## src/rtl/lcd_text_pkg.sv

```systemverilog
// Shared definitions for the LCD character-cell text path: screen geometry,
// control character codes and the console writer FSM encoding.
package lcd_text_pkg;

    localparam int unsigned COLS_DEF   = 60;
    localparam int unsigned ROWS_DEF   = 17;
    localparam int unsigned ADDR_W_DEF = 10;

    localparam logic [7:0] CH_SPACE = 8'h20;
    localparam logic [7:0] CH_CR    = 8'h0D;
    localparam logic [7:0] CH_LF    = 8'h0A;
    localparam logic [7:0] CH_BS    = 8'h08;
    localparam logic [7:0] CH_FF    = 8'h0C;

    typedef enum logic [1:0] {
        ST_CLR_ALL  = 2'd0,
        ST_CLR_LINE = 2'd1,
        ST_IDLE     = 2'd2
    } console_state_e;

    // Printable ASCII range that lands in the character RAM verbatim.
    function automatic logic is_printable(input logic [7:0] c);
        return (c >= 8'h20) && (c <= 8'h7E);
    endfunction

endpackage

```

## src/rtl/text_console_writer.sv

```systemverilog
// Byte-stream console feeder: decodes printable ASCII plus CR/LF/BS/FF, tracks
// the cursor and issues single-cycle writes (including clears) into char RAM.
module text_console_writer
    import lcd_text_pkg::*;
#(
    parameter int unsigned COLS   = COLS_DEF,
    parameter int unsigned ROWS   = ROWS_DEF,
    parameter int unsigned ADDR_W = ADDR_W_DEF
) (
    input  logic              clk,
    input  logic              rst_n,
    input  logic [7:0]        in_data,
    input  logic              in_valid,
    output logic              in_ready,
    output logic              wr_en,
    output logic [ADDR_W-1:0] wr_addr,
    output logic [7:0]        wr_data,
    output logic [5:0]        cur_col,
    output logic [4:0]        cur_row,
    output logic              busy
);

    localparam logic [5:0]        COL_LAST   = 6'(COLS - 1);
    localparam logic [4:0]        ROW_LAST   = 5'(ROWS - 1);
    localparam logic [ADDR_W-1:0] ROW_STEP   = ADDR_W'(COLS);
    localparam logic [ADDR_W-1:0] SWEEP_ALL  = ADDR_W'(COLS * ROWS - 1);
    localparam logic [ADDR_W-1:0] SWEEP_LINE = ADDR_W'(COLS - 1);

    console_state_e    state;
    logic [ADDR_W-1:0] sweep;
    logic [ADDR_W-1:0] row_base;

    logic [ADDR_W-1:0] cell_addr;
    logic              row_last;
    logic [4:0]        adv_row;
    logic [ADDR_W-1:0] adv_base;

    // Cursor address without a multiplier: row_base steps by COLS per row.
    assign cell_addr = row_base + ADDR_W'(cur_col);
    assign row_last  = (cur_row == ROW_LAST);
    assign adv_row   = row_last ? 5'd0 : cur_row + 5'd1;
    assign adv_base  = row_last ? '0 : row_base + ROW_STEP;

    assign in_ready = (state == ST_IDLE);
    assign busy     = (state != ST_IDLE);

    always_ff @(posedge clk) begin
        if (!rst_n) begin
            state    <= ST_CLR_ALL;
            sweep    <= '0;
            row_base <= '0;
            cur_col  <= 6'd0;
            cur_row  <= 5'd0;
            wr_en    <= 1'b0;
            wr_addr  <= '0;
            wr_data  <= 8'h00;
        end else begin
            wr_en <= 1'b0;
            case (state)
                ST_CLR_ALL: begin
                    wr_en   <= 1'b1;
                    wr_addr <= sweep;
                    wr_data <= CH_SPACE;
                    if (sweep == SWEEP_ALL) begin
                        sweep    <= '0;
                        row_base <= '0;
                        cur_col  <= 6'd0;
                        cur_row  <= 5'd0;
                        state    <= ST_IDLE;
                    end else begin
                        sweep <= sweep + ADDR_W'(1);
                    end
                end

                // Cursor already points at the new row; only its cells are blanked.
                ST_CLR_LINE: begin
                    wr_en   <= 1'b1;
                    wr_addr <= row_base + sweep;
                    wr_data <= CH_SPACE;
                    if (sweep == SWEEP_LINE) begin
                        sweep <= '0;
                        state <= ST_IDLE;
                    end else begin
                        sweep <= sweep + ADDR_W'(1);
                    end
                end

                ST_IDLE: begin
                    if (in_valid) begin
                        if (is_printable(in_data)) begin
                            wr_en   <= 1'b1;
                            wr_addr <= cell_addr;
                            wr_data <= in_data;
                            if (cur_col == COL_LAST) begin
                                cur_col  <= 6'd0;
                                cur_row  <= adv_row;
                                row_base <= adv_base;
                                sweep    <= '0;
                                state    <= ST_CLR_LINE;
                            end else begin
                                cur_col <= cur_col + 6'd1;
                            end
                        end else begin
                            case (in_data)
                                CH_CR: cur_col <= 6'd0;
                                CH_LF: begin
                                    cur_row  <= adv_row;
                                    row_base <= adv_base;
                                    sweep    <= '0;
                                    state    <= ST_CLR_LINE;
                                end
                                CH_BS: begin
                                    if (cur_col != 6'd0) begin
                                        cur_col <= cur_col - 6'd1;
                                        wr_en   <= 1'b1;
                                        wr_addr <= cell_addr - ADDR_W'(1);
                                        wr_data <= CH_SPACE;
                                    end
                                end
                                CH_FF: begin
                                    cur_col  <= 6'd0;
                                    cur_row  <= 5'd0;
                                    row_base <= '0;
                                    sweep    <= '0;
                                    state    <= ST_CLR_ALL;
                                end
                                default: ;
                            endcase
                        end
                    end
                end

                default: begin
                    sweep <= '0;
                    state <= ST_CLR_ALL;
                end
            endcase
        end
    end

endmodule

```

## config.mk

```make
export PLATFORM = sky130hd
export DESIGN_NAME = text_console_writer
export DESIGN_NICKNAME = d
export VERILOG_FILES = /design/src/rtl/lcd_text_pkg.sv /design/src/rtl/text_console_writer.sv
export SDC_FILE = /design/constraint.sdc
export NUM_CORES = 1
export LEC_CHECK = 0
export BUFFER_PORTS_ARGS = -buffer_cell sky130_fd_sc_hd__buf_2
export CAP_MARGIN = 20
export CORE_MARGIN = 2
export CORE_UTILIZATION = 29
export CTS_CLUSTER_DIAMETER = 120
export DETAILED_ROUTE_END_ITERATION = 8
export PLACE_DENSITY = 0.47
export SLEW_MARGIN = 0
export SYNTH_ARGS = -nofsm -noshare
export SYNTH_HDL_FRONTEND = slang
export SYNTH_SLANG_ARGS = --single-unit
```

## constraint.sdc

```tcl
create_clock -name clk -period 3.05 [get_ports clk]
set_input_delay 0.1525 -clock clk [delete_from_list [all_inputs] [get_ports clk]]
set_output_delay 0.1525 -clock clk [all_outputs]
set_load 0.01 [all_outputs]
```

# --- Word-level counts from Yosys, hierarchy flattened ---
# Index checks and enable logic that the tools add are counted.
# W data, S select, Z words.
totals:
  regBits: 52
  in_bits: 11
  out_inout_bits: 32
classes:
  n_addsub: 8
  n_lt_le_gt_ge: 2
  n_eq_ne: 21
  n_mux: 50
  n_reduce_logical: 15
ops:
  columns: ["cell", "n"]
  rows:
  - ["$mux W10", 15]
  - ["$pmux W10 S3", 2]
  - ["$pmux W10 S2", 2]
  - ["$eq A8 B4 Y1 const B", 4]
  - ["$mux W8", 4]
  - ["$mux W6", 5]
  - ["$mux W5", 5]
  - ["$pmux W6 S2", 2]
  - ["$pmux W5 S2", 2]
  - ["$pmux W8 S2", 1]
  - ["$reduce_and A5 Y1", 3]
  - ["$add A10 B1 Y10 const B", 1]
  - ["$add A10 B10 Y10", 1]
  - ["$add A10 B6 Y10", 1]
  - ["$add A10 B6 Y10 const B", 1]
  - ["$eq A10 B10 Y1 const B", 1]
  - ["$eq A10 B6 Y1 const B", 1]
  - ["$mux W2", 5]
  - ["$sub A10 B1 Y10 const B", 1]
  - ["$ge A8 B6 Y1 const B", 1]
  - ["$le A8 B7 Y1 const B", 1]
  - ["$ne A2 B2 Y1 const B", 4]
  - ["$reduce_and A4 Y1", 2]
  - ["$add A6 B1 Y6 const B", 1]
  - ["other kinds (22)", 30]

# --- Longest topological paths before layout ---
# Gate-level depths: netlist of the first run.
depth:
  depth_word: 7
  mapped_depth: 11
  mapped_depth_nobuf: 10

# --- Worst setup path before layout of the first run ---
# Ideal clock, no wire load.
synth_path:
  path_kind: "register -> register"
  from: "register cur_col[0]"
  to: "register wr_addr[8]"
  setup_ns: 0.063
  t_arrival_ns: 2.599
  t_required_ns: 2.987
  setup_slack_ns: 0.388
  stages_incl_launch_ff: 11
  path_buffers: 0
  path_cell_list: "dfxtp_1 > ha_1 > inv_1 > fa_1 > nand2b_1 > a21oi_1 > xor2_1 > nor3b_1 > and3_1 > or4b_1 > nand3_1"
synth_between:
  elab_chain_cells: 7
  elab_cells_between_ends: 10
synth_rtl:
  columns: ["element", "line", "rtl"]
  rows:
  - ["from (decl)", "text_console_writer.sv:18", "output logic [5:0] cur_col,"]
  - ["from (signal assigned)", "text_console_writer.sv:101", "cur_col <= cur_col + 6'd1;"]
  - ["from (signal assigned)", "text_console_writer.sv:114", "cur_col <= cur_col - 6'd1;"]
  - ["$add A10 B6 Y10", "text_console_writer.sv:39", "assign cell_addr = row_base + ADDR_W'(cur_col);"]
  - ["$sub A10 B1 Y10", "text_console_writer.sv:116", "wr_addr <= cell_addr - ADDR_W'(1);"]
  - ["$mux W10", "text_console_writer.sv:113", "if (cur_col != 6'd0) begin"]
  - ["$mux W10", "text_console_writer.sv:104", "case (in_data)"]
  - ["$mux W10", "text_console_writer.sv:90", "if (is_printable(in_data)) begin"]
  - ["$mux W10", "text_console_writer.sv:89", "if (in_valid) begin"]
  - ["$pmux W10 S3", "text_console_writer.sv:59", "case (state)"]
  - ["to (signal assigned)", "text_console_writer.sv:62", "wr_addr <= sweep;"]
  - ["to (signal assigned)", "text_console_writer.sv:92", "wr_addr <= cell_addr;"]
  - ["to (signal assigned)", "text_console_writer.sv:116", null]
  - ["to (decl)", "text_console_writer.sv:16", "output logic [ADDR_W-1:0] wr_addr,"]
# Parallel ways exist; a longest one is shown, timed or not. The select of a mux whose other input is x is not followed.
# A chain may end at the register's enable or synchronous reset.

# --- Final worst setup path of the first run ---
layout_path:
  from: "register row_base[1]"
  to: "register wr_addr[8]"
layout_between:
  elab_chain_cells: 7
  elab_cells_between_ends: 8
layout_rtl:
  columns: ["element", "line", "rtl"]
  rows:
  - ["from (decl)", "text_console_writer.sv:31", "logic [ADDR_W-1:0] row_base;"]
  - ["from (signal assigned)", "text_console_writer.sv:97", "row_base <= adv_base;"]
  - ["from (signal assigned)", "text_console_writer.sv:108", "row_base <= adv_base;"]
  - ["$add A10 B6 Y10", "text_console_writer.sv:39", null]
  - ["$sub A10 B1 Y10", "text_console_writer.sv:116", null]
  - ["$mux W10", "text_console_writer.sv:113", null]
  - ["$mux W10", "text_console_writer.sv:104", null]
  - ["$mux W10", "text_console_writer.sv:90", null]
  - ["$mux W10", "text_console_writer.sv:89", null]
  - ["$pmux W10 S3 (*)", "text_console_writer.sv:59", null]
# Every way passes the cells marked *; elsewhere a longest branch is shown, timed or not. The select of a mux whose other input is x is not followed.

==> results of run 1 <==
[sequential cells by signal, indices dropped and copies added (netlist names)]
name	flops
cur_col	6
cur_row	5
row_base	10
state	2
sweep	10
wr_addr	10
wr_data	8
wr_en	1
[placed cells by master, fill, tap and decap left out, types with 19 or more instances in the layout]
cell / netlist / final
a21oi_1: 25 / 25
xor2_1: 20 / 20
buf_2: 1 / 42
nand3_1: 30 / 30
inv_1: 22 / 22
dfxtp_1: 52 / 52
o21ai_0: 20 / 20
nor2_1: 53 / 53
buf_4: 0 / 19
nand2_1: 29 / 29
ha_1: 26 / 26
[cell type report]
class | count | area share [%]
inverters | 22 | 1.92
multi-input cells | 365 | 57.2
well taps | 172 | 5.00
repair buffers | 61 | 8.20
clock buffers | 7 | 3.55
flip-flops and latches | 52 | 24.2
[worst min-delay path, cell delays in order]
cell and delay [ns]:
buf_2 0.11, nand3_1 0.07, a21oi_1 0.06
[power groups by stage]
stage | Combinational (W) | Clock (W) | Sequential, W
6_report | 0.0000815 | 0.000608 | 0.000694
5_1_grt | 0.0000897 | 0.000662 | 0.000694
2_1_floorplan | 0.0000477 | 0 | 0.000708
3_5_place_dp | 0.0000816 | 0 | 0.000709
4_1_cts | 0.0000818 | 0.000632 | 0.000693
3_3_place_gp | 0.0000815 | 0 | 0.000709
[worst paths after layout]
check,cells past startpoint,endpoint,startpoint
setup / recovery,8,wr_addr[8]$_SDFFE_PN0P_,row_base[1]$_SDFFE_PN0P_
hold / removal,3,wr_data[3]$_SDFFE_PN0P_,in_data[3]
setup reg to reg,8,wr_addr[8]$_SDFFE_PN0P_,row_base[1]$_SDFFE_PN0P_
hold reg to reg,2,wr_data[3]$_SDFFE_PN0P_,wr_data[3]$_SDFFE_PN0P_
[logic make-up after synthesis]
| family | count (synthesis) | share of synthesized area (%) |
|---|---|---|
| and+or+nand+nor | 179 | 24.5 |
| AOI/OAI and AO/OA | 116 | 22.2 |
| DFF | 52 | 28.5 |
| buffers and inverters | 41 | 4.24 |
| xor gates and xnor gates | 36 | 8.62 |
| adders and majority gates | 28 | 9.99 |
| muxes | 6 | 1.98 |
[per-layer routing]
layer	part of all wire [%]	GRT usage, %	wire length [um]
met5	0	0	0
met2	47	27.8	5170
met3	4.5	3.48	504
met1	46	21.7	5130
met4	2.5	6.83	277
[per-stage QoR]
step | setup slack, ns | hold WS (ns) | utilization [%] | instance area, sq um | cells
final | 0.181 | 0.141 | 34.5 | 4310 | 679
after global routing | 0.0701 | 0.164 | 34.5 | 4310 | 679
after CTS | 0.185 | 0.139 | 34.5 | 4310 | 679
after detailed placement | 0.226 | 0.441 | 33.3 | 4150 | 672
after global placement | 0.238 | 0.438 | 33.3 | 4150 | 672
after floorplan | 0.388 | 0.304 | - | 3660 | 458
==> flow_summary.toml, run 1 <==
[synth]
ys_types = 61
ys.flop_type = "dfxtp_1"
yosysMostFrequentCell = "nor2_1"
synth-seq-cells = 52
ys_top_cells_by_area = "dfxtp_1, ha_1, nor2_1"
synth_edf_count = 0
ys_warn_count = 0
yosys-top-cells-count = "nor2_1, dfxtp_1, nand3_1, nand2_1, ha_1"
synthArstFlopShare_pct = 0
ys_seq_area_share_pct = 28.5
synth_top_area_share_pct = 28.5
yosysTopAreaCell = "dfxtp_1"
netlist_area_sq_um = 3660
synth_area_per_cell_sq_um = 7.99
synth.net_count = 497
netlist_instances = 458

[flow_run]
max_cap_viol_count = 0

[placed_design]
routabilityCongestion = 0.831
place_hpwl_um = 8540
port_buffers = 42

[cells_and_area]
antennaDiodeCount = 0
fillerInstances = 1325
drive_gt1_share_pct = 15.0
multi_input_area_sq_um = 2460
syn2layout_area_growth_pct = 17.7
fin_nets = 546
ff_latch_area_sq_um = 1040

[setup_path]
cp_slowest_stage_delay_ns = 0.56
end_kind = "register"
path_buf_inv = 0
r2r_slack_ns = 0.18
criticalPathCategory = "register to register"
crit_family = "simple AND/OR/NAND/NOR gates"
critPathMaxFanout = 5
cp.required_ns = 3.30
path_cells = "ha_1, a211oi_1, nor2_1, o2111a_1, nor3b_1, and3_1, or4b_1, nand3_1"
crit_slowest_cell = "a211oi_1"
startpoint_type = "register"
cp.arrival_ns = 3.12

[cts]
post_cts_buffers = 0
clk_latency_ns = 0.31
cts_sinks = 52
clk_pin_slew_ns = 0.07
cts_buffers = 5
cts-root-buf = "clkbuf_16"
cts.path.max_buffers = 2
htree_levels = 2
postCtsResizedCells = 0
ctsHoldBuffers = 0
cts_tree = "yes"

[global_route]
grt_overflow = 0
grt_pass1_wl_um = 17500
antenna_found_initial = 0
first_global_vias = 3418
track_usage_pct = 16.9
grt_max_degree = 20

[power]
powerDensity_nw_per_um2 = 321
power_w = 0.00138
p_leak_nw = 1.66
netSwitchingFraction_pct = 23.2
p_seq_share_pct = 50.2
max-vdd-ir-drop_v = 0.000182
clkPwrFrac_pct = 44.0
power.switching_w = 0.000321
pwr-share-comb_pct = 5.9
internal_power_w = 0.00106

[sta]
hold_viol = 0
tns_ns = 0
rsz0062_at_grt = "false"
max_freq_mhz = 349
final-setup-viol-count = 0
worst_pin_slew_ns = 0.713
post-route-period-util_pct = 94.1
finalCriticalPeriod_ns = 2.87
skew_ns = 0.00559
maxSlewViolCount = 0
slew-limit-headroom_pct = 52.2

[floorplan]
io_pins = 43
fp.dieW_um = 116
die-height_um = 116
start_util_pct = 29.3
die-area_sq_um = 13500
coreArea_sq_um = 12500
rows = 41

[drt]
drt_iter0_markers = 201
viasPerCell = 5.24
first_pass_iters = 5
drtAntennaViolNets = 0
wirelength_um = 11100
drc = 0
wl_per_cell_um = 16.3
vias = 3555

[min_path]
holdCritPathClass = "input pin to register"

[outcome]
status = "complete, no violations"
(Power assumes the default switching activity.)
==> inputs of run 2 (changes only) <==
--- a/config.mk
+++ b/config.mk
@@ -12,6 +12,7 @@
 export CTS_CLUSTER_DIAMETER = 120
 export DETAILED_ROUTE_END_ITERATION = 8
 export PLACE_DENSITY = 0.47
+export REMOVE_ABC_BUFFERS = 1
 export SLEW_MARGIN = 0
 export SYNTH_ARGS = -nofsm -noshare
 export SYNTH_HDL_FRONTEND = slang
==> flow_summary.toml, run 2 (synthesis gave the netlist of run 1 again) <==
[outcome]
status = "complete, no violations"

[floorplan]
start_util_pct = 29.3
coreArea_sq_um = 12500
die-height_um = 116
fp.dieW_um = 116
rows = 41
die-area_sq_um = 13500
io_pins = 43

[global_route]
first_global_vias = 3491
grt_max_degree = 19
antenna_found_initial = 0
grt_overflow = 0
grt_pass1_wl_um = 17800
track_usage_pct = 17.1

[drt]
dr_wl_met3_um = 485
drc = 0
vias = 3621
wl_per_cell_um = 16.3
viasPerCell = 5.29
met1_length_um = 5380
first_pass_iters = 4
top_layer_used = "met4"
wl_met2_um = 5080
wirelength_um = 11200
drtAntennaViolNets = 0
drt_iter0_markers = 258

[placed_design]
routabilityCongestion = 0.869
place_hpwl_um = 8410
place_worst_setup_slack_ns = 0.240
port_buffers = 42

[setup_path]
path_buf_inv = 1
path_cells = "inv_1, fa_1, nand2b_1, a21oi_1, xor2_1, nor3b_1, and3_1, or4b_1, nand3_1"
rr_startpoint = "cur_col[1]$_SDFFE_PN0P_"
end_kind = "register"
reg2reg_depth = 9
crit_cells = 9
reg2reg_to = "wr_addr[8]$_SDFFE_PN0P_"
criticalPathCategory = "register to register"
cp.arrival_ns = 3.06
crit_slowest_cell = "or4b_1"
cp.required_ns = 3.30
crit_family = "simple AND/OR/NAND/NOR gates"
startpoint_type = "register"
r2r_slack_ns = 0.24
cp_slowest_stage_delay_ns = 0.50
crit_end = "wr_addr[8]$_SDFFE_PN0P_"
critPathLaunch = "cur_col[1]$_SDFFE_PN0P_"
critPathMaxFanout = 8

[cells_and_area]
layout_commonest_cell = "nor2_1"
drive_gt1_share_pct = 16.2
reg_top3 = "row_base x10, sweep x10, wr_addr x10"
syn2layout_area_growth_pct = 19.1
antennaDiodeCount = 0
final_cell_mix = "nor2_1, dfxtp_1, buf_2, nand3_1, nand2_1"
fin_nets = 552

[sta]
finalCriticalPeriod_ns = 2.81
max_freq_mhz = 356
slew-limit-headroom_pct = 48.3
skew_ns = 0.00548
tns_ns = 0
worst_pin_slew_ns = 0.774
rsz0062_at_grt = "false"
maxSlewViolCount = 0
hold_viol = 0
layout_setup_ws_ns = 0.242
final-setup-viol-count = 0
post-route-period-util_pct = 92.1

[cts]
clk_latency_ns = 0.31
clk_pin_slew_ns = 0.07
ctsHoldBuffers = 0
htree_levels = 2
cts_tree = "yes"
cts_buffers = 5
cts-root-buf = "clkbuf_16"
cts_sinks = 52
cts.path.max_buffers = 2

[power]
powerDensity_nw_per_um2 = 312
max-vdd-ir-drop_v = 0.000164
p_leak_nw = 1.69

[min_path]
holdCritPathClass = "input pin to register"
min_path_cells = 3

[flow_run]
max_cap_viol_count = 0
[run 2: report_power, final]
| part | total [W] | internal, W | switching, W |
|---|---|---|---|
| clock | 0.000578 | 0.000299 | 0.000279 |
| sequential | 0.000691 | 0.000685 | 0.00000540 |
| combinational | 0.0000912 | 0.0000358 | 0.0000554 |
[run 2: metrics by stage]
stage	utilization (%)	instances	hold WS [ns]	power (W)	area, sq um
final	34.9	685	0.123	0.00136	4350
after global routing	34.9	685	0.138	0.00141	4350
after CTS	34.9	685	0.110	0.00138	4350
after detailed placement	33.8	678	0.441	0.000797	4210
after global placement	33.8	678	0.438	0.000796	4210
after floorplan	-	439	0.280	0.000751	3580
[run 2: timing repair]
action	4_1_cts	5_1_grt
resized for setup	0	1
buffers inserted	0	0
endpoints found under the setup margin	0	1
[run 2: final cells by class]
type,instances,area [sq um]
Sequential cell,52,1040
Multi-Input combinational cell,365,2470
Clock inverter,2,12.5
Clock buffer,5,125
Tap cell,172,215
Fill cell,1335,8110
Timing Repair Buffer,67,410
Inverter,22,82.6
[run 2: worst min-delay path, delay by kind of cell]
kind	cells	cell delay [ns]
AOI/OAI and AO/OA	1	0.06
buffers and inverters	1	0.11
and+or+nand+nor	1	0.06
[run 2: how the worst min path moves through the flow]
stage / end / slack, ns / startpoint
2_1_floorplan: wr_addr[7]$_SDFFE_PN0P_ / 0.28 / rst_n
3_3_place_gp: wr_data[0]$_SDFFE_PN0P_ / 0.44 / wr_data[0]$_SDFFE_PN0P_
3_5_place_dp: wr_data[0]$_SDFFE_PN0P_ / 0.44 / wr_data[0]$_SDFFE_PN0P_
4_1_cts: wr_data[3]$_SDFFE_PN0P_ / 0.11 / in_data[3]
5_1_grt: wr_data[3]$_SDFFE_PN0P_ / 0.14 / in_data[3]
6_report: wr_data[3]$_SDFFE_PN0P_ / 0.12 / in_data[3]
[run 2: layer usage]
metal  global-route usage, %  vias to the layer above
li1                        -                     1791
met2                    27.9                       84
met1                    22.4                     1730
met4                    6.67                        0
met5                       0                        -
met3                    3.17                       16
==> inputs of run 3 (changes only) <==
--- a/config.mk
+++ b/config.mk
@@ -12,6 +12,7 @@
 export CTS_CLUSTER_DIAMETER = 120
 export DETAILED_ROUTE_END_ITERATION = 8
 export PLACE_DENSITY = 0.47
+export RECOVER_POWER = 25
 export REMOVE_ABC_BUFFERS = 1
 export SLEW_MARGIN = 0
 export SYNTH_ARGS = -nofsm -noshare
==> flow_summary.toml, run 3 (synthesis gave the netlist of run 1 again) <==
[sta]
worst_pin_slew_ns = 0.741
rsz0062_at_grt = "false"
maxSlewViolCount = 0
finalCriticalPeriod_ns = 2.80
max_freq_mhz = 357
post-route-period-util_pct = 91.8
skew_ns = 0.00672
final-setup-viol-count = 0
slew-limit-headroom_pct = 50.5
tns_ns = 0
hold_viol = 0

[cells_and_area]
fin_util_pct = 34.7
antennaDiodeCount = 0
layout_commonest_cell = "nor2_1"
syn2layout_area_growth_pct = 18.3
fin_nets = 552
reg_top3 = "row_base x10, sweep x10, wr_addr x10"
drive_gt1_share_pct = 12.1
design_area_sq_um = 4330
final_cell_mix = "nor2_1, dfxtp_1, nand3_1, nand2_1, ha_1"

[setup_path]
critPathMaxFanout = 8
criticalPathCategory = "register to register"
reg2reg_depth = 9
cp.arrival_ns = 3.05
crit_family = "simple AND/OR/NAND/NOR gates"
end_kind = "register"
path_buf_inv = 1
cp.required_ns = 3.30
cp_slowest_stage_delay_ns = 0.50
crit_slowest_cell = "or4b_1"
startpoint_type = "register"
path_cells = "inv_1, fa_1, nand2b_1, a21oi_1, xor2_1, nor3b_1, and3_1, or4b_1, nand3_1"
crit_cells = 9

[drt]
viasPerCell = 5.27
drc = 0
drtAntennaViolNets = 0
drt_iter0_markers = 291
vias = 3608
wl_per_cell_um = 16.3
first_pass_iters = 4
wirelength_um = 11200

[power]
max-vdd-ir-drop_v = 0.000162
powerDensity_nw_per_um2 = 313
p_leak_nw = 1.60

[floorplan]
rows = 41
fp.dieW_um = 116
start_util_pct = 29.3
coreArea_sq_um = 12500
io_pins = 43
die-area_sq_um = 13500
die-height_um = 116

[global_route]
first_global_vias = 3491
grt_max_degree = 19
met3_usage_pct = 3.17
grtUsageMet2_pct = 27.9
antenna_found_initial = 0
grt_overflow = 0
grt_most_used_layer = "met2"
track_usage_pct = 17.1
grt_pass1_wl_um = 17800
grt_util_met1_pct = 22.4

[min_path]
min_path_cells = 3
holdCritPathClass = "input pin to register"

[placed_design]
routabilityCongestion = 0.869
place_hpwl_um = 8410
port_buffers = 42
place_area_sq_um = 4210

[flow_run]
max_cap_viol_count = 0

[outcome]
status = "complete, no violations"

[cts]
post_cts_buffers = 0
clk_pin_slew_ns = 0.07
clk_latency_ns = 0.31
cts_sinks = 52
cts_tree = "yes"
cts-root-buf = "clkbuf_16"
cts.path.max_buffers = 2
cts_buffers = 5
htree_levels = 2
[run 3: metrics by stage]
stage,std cells,power [W],hold slack [ns],setup WS (ns)
floorplan,439,0.000751,0.280,0.112
global placement,678,0.000796,0.438,0.321
detailed placement,678,0.000797,0.441,0.240
CTS,685,0.00138,0.110,0.224
global route,685,0.00141,0.138,0.0386
finish,685,0.00136,0.123,0.249
[run 3: path summary, 6_finish.rpt]
check / start / endpoint / slack [ns]
worst max-delay path: cur_col[1]$_SDFFE_PN0P_ / wr_addr[8]$_SDFFE_PN0P_ / 0.25
worst min register to register: wr_data[0]$_SDFFE_PN0P_ / wr_data[0]$_SDFFE_PN0P_ / 0.45
worst min-delay path: in_data[3] / wr_data[3]$_SDFFE_PN0P_ / 0.12
worst max register to register: cur_col[1]$_SDFFE_PN0P_ / wr_addr[8]$_SDFFE_PN0P_ / 0.25
[run 3: final cells by class]
cell class              count  area, sq um
multi-input cells         365         2470
well taps                 172          215
clock buffers               5          125
repair buffers             67          384
flip-flops and latches     52         1040
inverters                  22         82.6
fillers                  1343         8140
clock inverters             2         12.5
[run 3: worst min-delay path, delay by kind of cell]
family	cells	cell delay [ns]
compound gates	1	0.06
buf+inv	1	0.11
simple gates	1	0.06
[run 3: power breakdown]
part           internal [W]  switching (W)
combinational     0.0000349      0.0000555
clock              0.000299       0.000276
sequential         0.000685     0.00000554
total               0.00102       0.000337
[run 3: routing by layer]
layer	up-vias	share of wire, %
met1	1717	48
met2	83	46
met5	-	0
met3	16	4.6
li1	1792	-
met4	0	2.1
[run 3: what timing repair did]
action                     in CTS  in global routing
hold buffers                    0                  0
setup endpoints to repair       0                  1
gates resized for setup         0                  1
